File: src/rtl/cache_arbiter.sv
// Two-port round-robin arbiter in front of a single cache controller, with a
// sticky watchdog that flags a stalled controller.
module cache_arbiter #(
  parameter int TIMEOUT = 64,
  parameter int AW      = 32
) (
  input  logic          clk,
  input  logic          rst_n,
  input  logic          p0_req,
  input  logic          p0_rw,
  input  logic [AW-1:0] p0_addr,
  input  logic [AW-1:0] p0_wdata,
  output logic          p0_ack,
  output logic [AW-1:0] p0_rdata,
  input  logic          p1_req,
  input  logic          p1_rw,
  input  logic [AW-1:0] p1_addr,
  input  logic [AW-1:0] p1_wdata,
  output logic          p1_ack,
  output logic [AW-1:0] p1_rdata,
  output logic [AW-1:0] cache_address,
  output logic [AW-1:0] cache_data_in,
  output logic          cache_rw,
  input  logic          cache_ready,
  input  logic [AW-1:0] cache_data_out,
  output logic          busy,
  output logic          err_timeout
);

  localparam logic [6:0] L_TIMEOUT = 7'(TIMEOUT);
  localparam logic [6:0] L_WD_MAX  = 7'h7F;

  logic          r_busy;
  logic          r_owner;
  logic          r_last_grant;
  logic [AW-1:0] r_cache_address;
  logic [AW-1:0] r_cache_data_in;
  logic          r_cache_rw;
  logic [6:0]    r_wd;
  logic          r_err;

  logic          w_ack0;
  logic          w_ack1;
  logic          w_elig0;
  logic          w_elig1;
  logic          w_any;
  logic          w_grant;
  logic [6:0]    w_wd_next;

  assign w_ack0 = cache_ready & r_busy & ~r_owner;
  assign w_ack1 = cache_ready & r_busy & r_owner;

  // The port finishing on this edge is still holding req; it must not win again.
  assign w_elig0 = p0_req & ~w_ack0;
  assign w_elig1 = p1_req & ~w_ack1;
  assign w_any   = w_elig0 | w_elig1;
  assign w_grant = (w_elig0 & w_elig1) ? ~r_last_grant : w_elig1;

  always_ff @(posedge clk or negedge rst_n) begin
    if (!rst_n) begin
      r_busy          <= 1'b0;
      r_owner         <= 1'b0;
      r_last_grant    <= 1'b1;
      r_cache_address <= '0;
      r_cache_data_in <= '0;
      r_cache_rw      <= 1'b0;
    end else if (cache_ready) begin
      if (w_any) begin
        r_cache_address <= w_grant ? p1_addr  : p0_addr;
        r_cache_data_in <= w_grant ? p1_wdata : p0_wdata;
        r_cache_rw      <= w_grant ? p1_rw    : p0_rw;
        r_busy          <= 1'b1;
        r_owner         <= w_grant;
        r_last_grant    <= w_grant;
      end else begin
        // Nobody waiting: keep the controller cycling on a harmless read.
        r_cache_rw <= 1'b0;
        r_busy     <= 1'b0;
      end
    end
  end

  assign w_wd_next = cache_ready        ? 7'd0 :
                     (r_wd == L_WD_MAX) ? r_wd : r_wd + 7'd1;

  always_ff @(posedge clk or negedge rst_n) begin
    if (!rst_n) begin
      r_wd  <= 7'd0;
      r_err <= 1'b0;
    end else begin
      r_wd <= w_wd_next;
      if (w_wd_next == L_TIMEOUT) r_err <= 1'b1;
    end
  end

  assign p0_ack        = w_ack0;
  assign p1_ack        = w_ack1;
  assign p0_rdata      = w_ack0 ? cache_data_out : '0;
  assign p1_rdata      = w_ack1 ? cache_data_out : '0;
  assign cache_address = r_cache_address;
  assign cache_data_in = r_cache_data_in;
  assign cache_rw      = r_cache_rw;
  assign busy          = r_busy;
  assign err_timeout   = r_err;

endmodule

File: config.mk
export PLATFORM = sky130hd
export DESIGN_NAME = cache_arbiter
export DESIGN_NICKNAME = d
export VERILOG_FILES = /design/src/rtl/cache_arbiter.sv
export SDC_FILE = /design/constraint.sdc
export NUM_CORES = 1
export LEC_CHECK = 0
export ABC_CLOCK_PERIOD_IN_PS = 2300
export BUFFER_PORTS_ARGS = -buffer_cell sky130_fd_sc_hd__buf_4
export CELL_PAD_IN_SITES_DETAIL_PLACEMENT = 0
export CELL_PAD_IN_SITES_GLOBAL_PLACEMENT = 1
export CORE_AREA = 2 2 88 174
export CTS_BUF_LIST = sky130_fd_sc_hd__clkbuf_16
export DETAILED_ROUTE_END_ITERATION = 7
export DIE_AREA = 0 0 90 176
export PLACE_DENSITY_LB_ADDON = 0.1
export SETUP_SLACK_MARGIN = 0.05
export SYNTH_ARGS = -nofsm -noshare
export SYNTH_HDL_FRONTEND = slang
export SYNTH_SLANG_ARGS = --single-unit
File: constraint.sdc
create_clock -name clk -period 2.3 [get_ports clk]
set_clock_uncertainty 0.15 [all_clocks]
set_input_delay 0.46 -clock clk [delete_from_list [all_inputs] [get_ports clk]]
set_output_delay 0.46 -clock clk [all_outputs]
set_load 0.005 [all_outputs]
Yosys cells after proc, flatten, opt, wreduce, memory -nomap -nowiden
Cells that the tools add are included.
Widths: inputs -> output; s select.
{"block": "totals", "ff_bits": 76, "wordCells": 33, "output_inout_bits": 133, "input_bits": 167}
{"block": "op_classes", "n_reduce_logical": 1, "add_sub_neg": 1, "eq_ne": 2, "muxes": 10, "bitwise": 11}
{"cell": "$mux 32", "count": 4}
{"cell": "$eq 7x7->1 const B", "count": 2}
{"cell": "$mux 7", "count": 2}
{"cell": "$add 7x1->7 const B", "count": 1}
{"cell": "$and 1x1->1", "count": 6}
{"cell": "$mux 1", "count": 4}
{"cell": "$not 1->1", "count": 4}
{"cell": "$reduce_and 2->1", "count": 1}
{"cell": "$or 1x1->1", "count": 1}

Depth between registers and ports, before layout
Gate-level depths: netlist (run 1).
{"block": "depth", "ltp_word": 8, "depth_mapped": 7, "ltp_nobuf": 5}

Worst setup path after synthesis (run 1)
Ideal clock, no wire load.
{"block": "synth_path", "path_kind": "in2reg", "startpoint": "in cache_ready", "endpoint": "reg r_cache_rw (netlist: cache_rw)", "required_time_ns": 2.016, "setup_ns": 0.134, "t_arrival_ns": 1.556, "path_slack_ns": 0.460, "path_stages": 7, "n_path_buf": 3, "cell_sequence": "and3b_1 buf_2 o211ai_2 buf_6 buf_6 mux2i_1 o22ai_1"}
{"block": "synth_via", "elab_chain_len": 8, "word_cells_on_any_way": 12, "cone_classes": "mux: 3; bitwise: 9"}
{"item": "from (decl)", "line": "24", "rtl": "input logic cache_ready,"}
{"item": "$and 1x1->1", "line": "50, 51"}
{"item": "$and 1x1->1 (on tied branches)", "line": "50, 51"}
{"item": "$not 1->1 (on tied branches)", "line": "54, 55"}
{"item": "$and 1x1->1 (on tied branches)", "line": "54, 55"}
{"item": "$and 1x1->1", "line": "57", "rtl": "assign w_grant = (w_elig0 & w_elig1) ? ~r_last_grant : w_elig1;"}
{"item": "$mux 1", "line": "57"}
{"item": "$mux 1", "line": "71", "rtl": "r_cache_rw <= w_grant ? p1_rw : p0_rw;"}
{"item": "$mux 1", "line": "68", "rtl": "if (w_any) begin"}
{"item": "to (signal assigned)", "line": "71"}
{"item": "to (decl)", "line": "38", "rtl": "logic r_cache_rw;"}
Several ways; a longest one is shown, not always the timed one.
A chain may end at the register's enable or synchronous reset.

Worst setup path in the final report (run 1)
{"block": "layout_path", "startpoint": "reg r_owner", "endpoint": "out p0_rdata[19]"}
{"block": "layout_via", "elab_chain_len": 3}
{"item": "from (decl)", "line": "34", "rtl": "logic r_owner;"}
{"item": "from (signal assigned)", "line": "73", "rtl": "r_owner <= w_grant;"}
{"item": "$not 1->1", "line": "50", "rtl": "assign w_ack0 = cache_ready & r_busy & ~r_owner;"}
{"item": "$and 1x1->1", "line": "50"}
{"item": "$mux 32", "line": "98", "rtl": "assign p0_rdata = w_ack0 ? cache_data_out : '0;"}
{"item": "to (decl)", "line": "14", "rtl": "output logic [AW-1:0] p0_rdata,"}
No other way between the ends.

==> results of run 1 <==
-- cell type report --
type / instances / area [um2] / area share
clock buffers: 9 / 225 / 0.0329
clock inverters: 5 / 103 / 0.0150
inverters: 4 / 15.0 / 0.00219
multi-input cells: 299 / 1920 / 0.281
flip-flops and latches: 76 / 1900 / 0.278
well taps: 192 / 240 / 0.0351
repair buffers: 311 / 2430 / 0.355
-- power breakdown --
group	internal [mW]	leakage [nW]	switching, mW
sequential	1.63	0.941	0.167
clock	1.05	0.157	0.533
combinational	0.914	2.56	0.659
-- Yosys cell counts (2+ instances only) --
library cell and n:
dfrtp_1 75, nand2_1 67, mux2i_1 66, and2_1 64, o21ai_0 41, o21ai_1 27
clkbuf_1 16, buf_2 8, inv_1 4, nor2_1 4, a31oi_1 3, buf_4 3
a21boi_0 2, a21oi_1 2, and3b_1 2, buf_6 2, buf_8 2, nand3_1 2
nand4_1 2, nand4b_1 2
-- routing by layer --
| metal | vias up | track usage |
|---|---|---|
| met5 | - | 0 |
| met1 | 1775 | 0.147 |
| met3 | 14 | 0.0448 |
| met2 | 212 | 0.346 |
| met4 | 0 | 0.0513 |
| li1 | 1971 | - |
-- worst min-delay path by stage --
stage | cells past startpoint | endpoint | start | slack (ns)
floorplan | 0 | busy$_DFFE_PN0P_ | rst_n | 0.01
global placement | 1 | cache_data_in[18]$_DFFE_PN0P_ | rst_n | 0.29
detailed placement | 1 | cache_data_in[18]$_DFFE_PN0P_ | rst_n | 0.30
CTS | 3 | cache_data_in[21]$_DFFE_PN0P_ | p1_wdata[21] | 0.24
global route | 3 | cache_address[0]$_DFFE_PN0P_ | p0_addr[0] | 0.26
finish | 3 | cache_data_in[16]$_DFFE_PN0P_ | p1_wdata[16] | 0.24
-- cell usage in the layout (no fill, tap or decap), types with 2 or more instances in the layout --
| cell | Yosys | final |
|---|---|---|
| a21boi_0 | 2 | 2 |
| nor2_1 | 4 | 4 |
| nand3_1 | 2 | 2 |
| clkbuf_16 | 0 | 9 |
| buf_12 | 0 | 7 |
| nand4_1 | 2 | 2 |
| inv_1 | 4 | 4 |
| o21ai_0 | 41 | 41 |
| mux2i_1 | 66 | 66 |
| buf_4 | 3 | 302 |
| a31oi_1 | 3 | 3 |
| nand4b_1 | 2 | 2 |
| and2_1 | 64 | 64 |
| dfrtp_1 | 75 | 75 |
| and3b_1 | 2 | 2 |
| o21ai_1 | 27 | 27 |
| a21oi_1 | 2 | 2 |
| bufinv_16 | 0 | 3 |
| nand2_1 | 67 | 67 |
-- per-stage QoR --
stage	setup slack, ns	hold WS, ns	util
finish	0.140	0.245	0.474
global route	0.0584	0.260	0.474
floorplan	0.460	0.0144	-
detailed placement	0.145	0.297	0.450
global placement	0.188	0.294	0.450
CTS	0.0842	0.237	0.474
-- what timing repair did --
| action | CTS | global route |
|---|---|---|
| endpoints found under the hold margin | 30 | 0 |
| gates resized for setup | 1 | 1 |
| hold buffers | 1 | 0 |
| setup endpoints to repair | 1 | 2 |
-- critical path: stages, from the launching register on --
cell and delay, ns:
dfrtp_1 0.41, and3b_1 0.32, buf_8 0.21, and2_1 0.17, buf_4 0.11
-- state kept, by name, indices dropped and copies added (netlist names) --
signal and cells:
cache_address 32, cache_data_in 32, r_wd 7, busy 1, cache_rw 1, err_timeout 1, r_last_grant 1, r_owner 1
-- kinds of logic after synthesis --
group                    after synthesis  synth area share
multiplexers                          67             0.168
AO/OA/AOI/OAI                         84             0.116
adder cells (fa/ha/maj)                1           0.00313
buffers and inverters                 35            0.0476
AND/OR/NAND/NOR                      146             0.187
XOR/XNOR                               1           0.00219
flip-flops                            76             0.476
==> flow_metrics.tcl, run 1 <==
set metrics [dict create \
    fin_crit_sh 0.939 \
    place_inst 881 \
    finalHoldViolations 0 \
    syn-mean-instance-area_um2 9.75 \
    min_period_ns 2.16 \
    critical_path_required_ns 1.69 \
    clk_pin_slew_ns 0.06 \
    via_count 3972 \
    post-cts-setup-buffers 0 \
    arrival_ns 1.55 \
    grt_pass1_vias 4137 \
    rsz0062_at_grt "no" \
    drive_gt1_frac 0.466 \
    port_buffers 299 \
    via_per_inst 4.43 \
    worstMarginPinSlew_ns 0.451 \
    tns_ns 0 \
    r2r_start "r_wd[0]$_DFF_PN0_" \
    cp-end-kind "output port" \
    area_growth_syn_to_layout_pct 71.2 \
    ys_ff_latch 76 \
    hpwl_um 10900 \
    ys_seq_area_frac 0.476 \
    routed-wl-met2_um 8030 \
    cts_tree "done" \
    final-setup-viol-count 0 \
    cp_max_fo 33 \
    yosysUniqueCellTypes 36 \
    drc 0 \
    grt-ovfl-total 0 \
    drt_pass1_iterations 4 \
    wl_per_cell_um 15.1 \
    drv_cap 0 \
    start_util 0.277 \
    num-nets-final 869 \
    synth_nets 578 \
    grt_usage 0.165 \
    netlist_instances 410 \
    outcome "completed" \
    grt_pass1_wl_um 20800 \
    cts_sinks 76 \
    drv_slew 0 \
    pwr_density_cell_nw_per_um2 724 \
    highest_layer "met4" \
    rrSetupSlack_ns 0.24 \
    ys_warn_count 0 \
    yosysTopAreaCellShare 0.469 \
    setup.worst_path.start "r_owner$_DFFE_PN0P_" \
    rows 62 \
    numCtsBuffers 9 \
    p_total_mw 4.95 \
    wirelength_met1_um 4250 \
    synth_top_flop_cell "dfrtp_1" \
    htreeDepth 3 \
    fp.dieArea_um2 15800 \
    cp-start-kind "register" \
    routed_wl_um 13500 \
    syn-cell-area_um2 4000 \
    clock_latency_ns 0.33 \
    synthTopCellsByArea "dfrtp_1 (47%), mux2i_1 (17%), and2_1 (10%)" \
    synth-edff-count 0 \
    clockRootBuffer "clkbuf_16" \
    async_flop_share 1.00 \
    antenna_left 0 \
    antenna_found_initial 0 \
    ir_drop_mv 0.467 \
    leakage_nw 3.66 \
    fmax_mhz 463 \
    maxSlewHeadroom 0.699 \
    antenna_cells 0 \
    finalNonFillerCells 896 \
    die_w_um 90 \
    nFillCells 1456 \
    cp-endpoint "p0_rdata[19]" \
    io_pins 300 \
    grt_max_degree 77 \
    drtIter0Drc 133 \
    min_path_type "in -> reg" \
    yosysTopAreaCell "dfrtp_1" \
    fp.dieH_um 176 \
    gp_congestion 0.778 \
    r2r_end "err_timeout$_DFFE_PN0N_" \
    reg2reg_depth 5 \
    critPathKind "reg -> out" \
    dr_wl_met3_um 1010 \
    core_um2 14400 \
    cts_buffer_depth 2 \
    place_area_um2 6500 \
    finalInstanceArea_um2 6840 \
]
Note: power is estimated with default switching activity, not from simulation.
==> inputs of run 2 (changes only) <==
==> constraint.sdc (replaced) <==
create_clock -name clk -period 2.3 [get_ports clk]
set_clock_uncertainty 0.15 [all_clocks]
set_input_delay 0.345 -clock clk [delete_from_list [all_inputs] [get_ports clk]]
set_output_delay 0.345 -clock clk [all_outputs]
set_load 0.005 [all_outputs]
==> flow_metrics.tcl, run 2 (synthesis gave the netlist of run 1 again) <==
set metrics [dict create \
    netSwitchingFraction 0.271 \
    via_per_inst 4.42 \
    drtIter0Drc 146 \
    mostFrequentLayoutCell "buf_4" \
    hpwl_um 10900 \
    area_growth_syn_to_layout_pct 69.3 \
    routed_wl_um 13500 \
    r2r_start "r_wd[0]$_DFF_PN0_" \
    drv_cap 0 \
    fp.dieArea_um2 15800 \
    power.internal_mw 3.56 \
    grt_max_degree 77 \
    crit_slowest_cell "dfrtp_1" \
    antenna_left 0 \
    regArea_um2 1900 \
    port_buffers 299 \
    pwr_density_cell_nw_per_um2 722 \
    hp-start "p1_wdata[16]" \
    clock_latency_ns 0.33 \
    fin_crit_sh 0.919 \
    grt_pass1_wl_um 20900 \
    reg2reg_depth 5 \
    combinationalPowerShare 0.314 \
    p_total_mw 4.89 \
    drive_gt1_frac 0.459 \
    wl_per_cell_um 15.1 \
    min_path_type "in -> reg" \
    critical_path_required_ns 1.80 \
    maxSlewHeadroom 0.675 \
    numCtsBuffers 9 \
    max_stage_delay_ns 0.41 \
    clk_pin_slew_ns 0.06 \
    cp-end-kind "output port" \
    setup.worst_path.start "r_owner$_DFFE_PN0P_" \
    via_count 3953 \
    grt_usage 0.167 \
    place_ws_ns 0.255 \
    place_area_um2 6420 \
    tns_ns 0 \
    cp_max_fo 33 \
    worstMarginPinSlew_ns 0.488 \
    core_um2 14400 \
    rows 62 \
    place_inst 878 \
    cp-endpoint "p0_rdata[12]" \
    finalNonFillerCells 895 \
    critPathKind "reg -> out" \
    cp-start-kind "register" \
    clockRootBuffer "clkbuf_16" \
    rsz0062_at_grt "no" \
    r2r_end "err_timeout$_DFFE_PN0N_" \
    nFillCells 1450 \
    switchingPower_mw 1.32 \
    fp.dieH_um 176 \
    ir_drop_mv 0.397 \
    drv_slew 0 \
    drc 0 \
    start_util 0.277 \
    gp_congestion 0.799 \
    path_cells "and3b_1, buf_6, and2_1, buf_4" \
    cts_tree "done" \
    drt_pass1_iterations 4 \
    arrival_ns 1.62 \
    antenna_cells 0 \
    multiInputGateArea_um2 1920 \
    grt_pass1_vias 4003 \
    min_period_ns 2.11 \
    power_frac_seq 0.368 \
    final-setup-viol-count 0 \
    rrSetupSlack_ns 0.31 \
    num-nets-final 866 \
    leakage_nw 3.63 \
    post-cts-setup-buffers 0 \
    fmax_mhz 473 \
    finalInstanceArea_um2 6770 \
    final_cell_mix "buf_4 (303), dfrtp_1 (75), nand2_1 (67), mux2i_1 (66), and2_1 (64)" \
    cts_sinks 76 \
    grt-ovfl-total 0 \
    htreeDepth 3 \
    finalHoldViolations 0 \
    die_w_um 90 \
    io_pins 300 \
    clkPwrFrac 0.318 \
    outcome "completed" \
    setup_ws_ns 0.187 \
    cts_buffer_depth 2 \
    antenna_found_initial 0 \
]
==> run 2: layout make-up <==
| cell class | count | area share |
|---|---|---|
| Clock buffer | 9 | 0.0333 |
| Multi-Input combinational cell | 299 | 0.284 |
| Inverter | 4 | 0.00222 |
| Sequential cell | 76 | 0.281 |
| Clock inverter | 7 | 0.0155 |
| Tap cell | 192 | 0.0355 |
| Timing Repair Buffer | 308 | 0.348 |
==> run 2: worst max-delay path, delay by kind of cell (launching register included) <==
family,cells,cell delay [ns]
buffers and inverters,2,0.37
flip-flops,1,0.41
AND/OR/NAND/NOR,2,0.52
==> run 2: routing by layer <==
metal	GRT usage	part of all wire	up-vias
met1	0.155	0.31	1782
met2	0.342	0.60	192
met5	0	0	-
li1	-	-	1970
met3	0.0452	0.077	9
met4	0.0532	0.013	0
==> run 2: repair_timing <==
| item | 4_1_cts | 5_1_grt |
|---|---|---|
| setup endpoints to repair | 0 | 1 |
| resized for setup | 0 | 1 |
| hold buffers | 1 | 0 |
| endpoints found under the hold margin | 20 | 0 |
==> run 2: worst min path at each step <==
stage | end | slack, ns | cells past startpoint
floorplan | busy$_DFFE_PN0P_ | -0.10 | 0
global placement | cache_data_in[18]$_DFFE_PN0P_ | 0.12 | 1
detailed placement | cache_data_in[18]$_DFFE_PN0P_ | 0.12 | 1
CTS | cache_data_in[16]$_DFFE_PN0P_ | 0.13 | 3
global route | r_wd[2]$_DFF_PN0_ | 0.14 | 2
finish | cache_data_in[16]$_DFFE_PN0P_ | 0.14 | 3
==> run 2: power by group through the flow <==
| stage | combinational [mW] | sequential, mW | clock, mW |
|---|---|---|---|
| 3_5_place_dp | 1.58 | 1.82 | 0 |
| 2_1_floorplan | 0.590 | 1.83 | 0 |
| 3_3_place_gp | 1.57 | 1.81 | 0 |
| 6_report | 1.53 | 1.80 | 1.56 |
| 4_1_cts | 1.58 | 1.80 | 1.61 |
| 5_1_grt | 1.69 | 1.84 | 1.67 |
==> run 2: stage by stage <==
step           utilization  hold WS (ns)
2_1_floorplan            -        -0.101
3_5_place_dp         0.445         0.123
4_1_cts              0.469         0.127
5_1_grt              0.469         0.140
3_3_place_gp         0.445         0.118
6_report             0.469         0.135
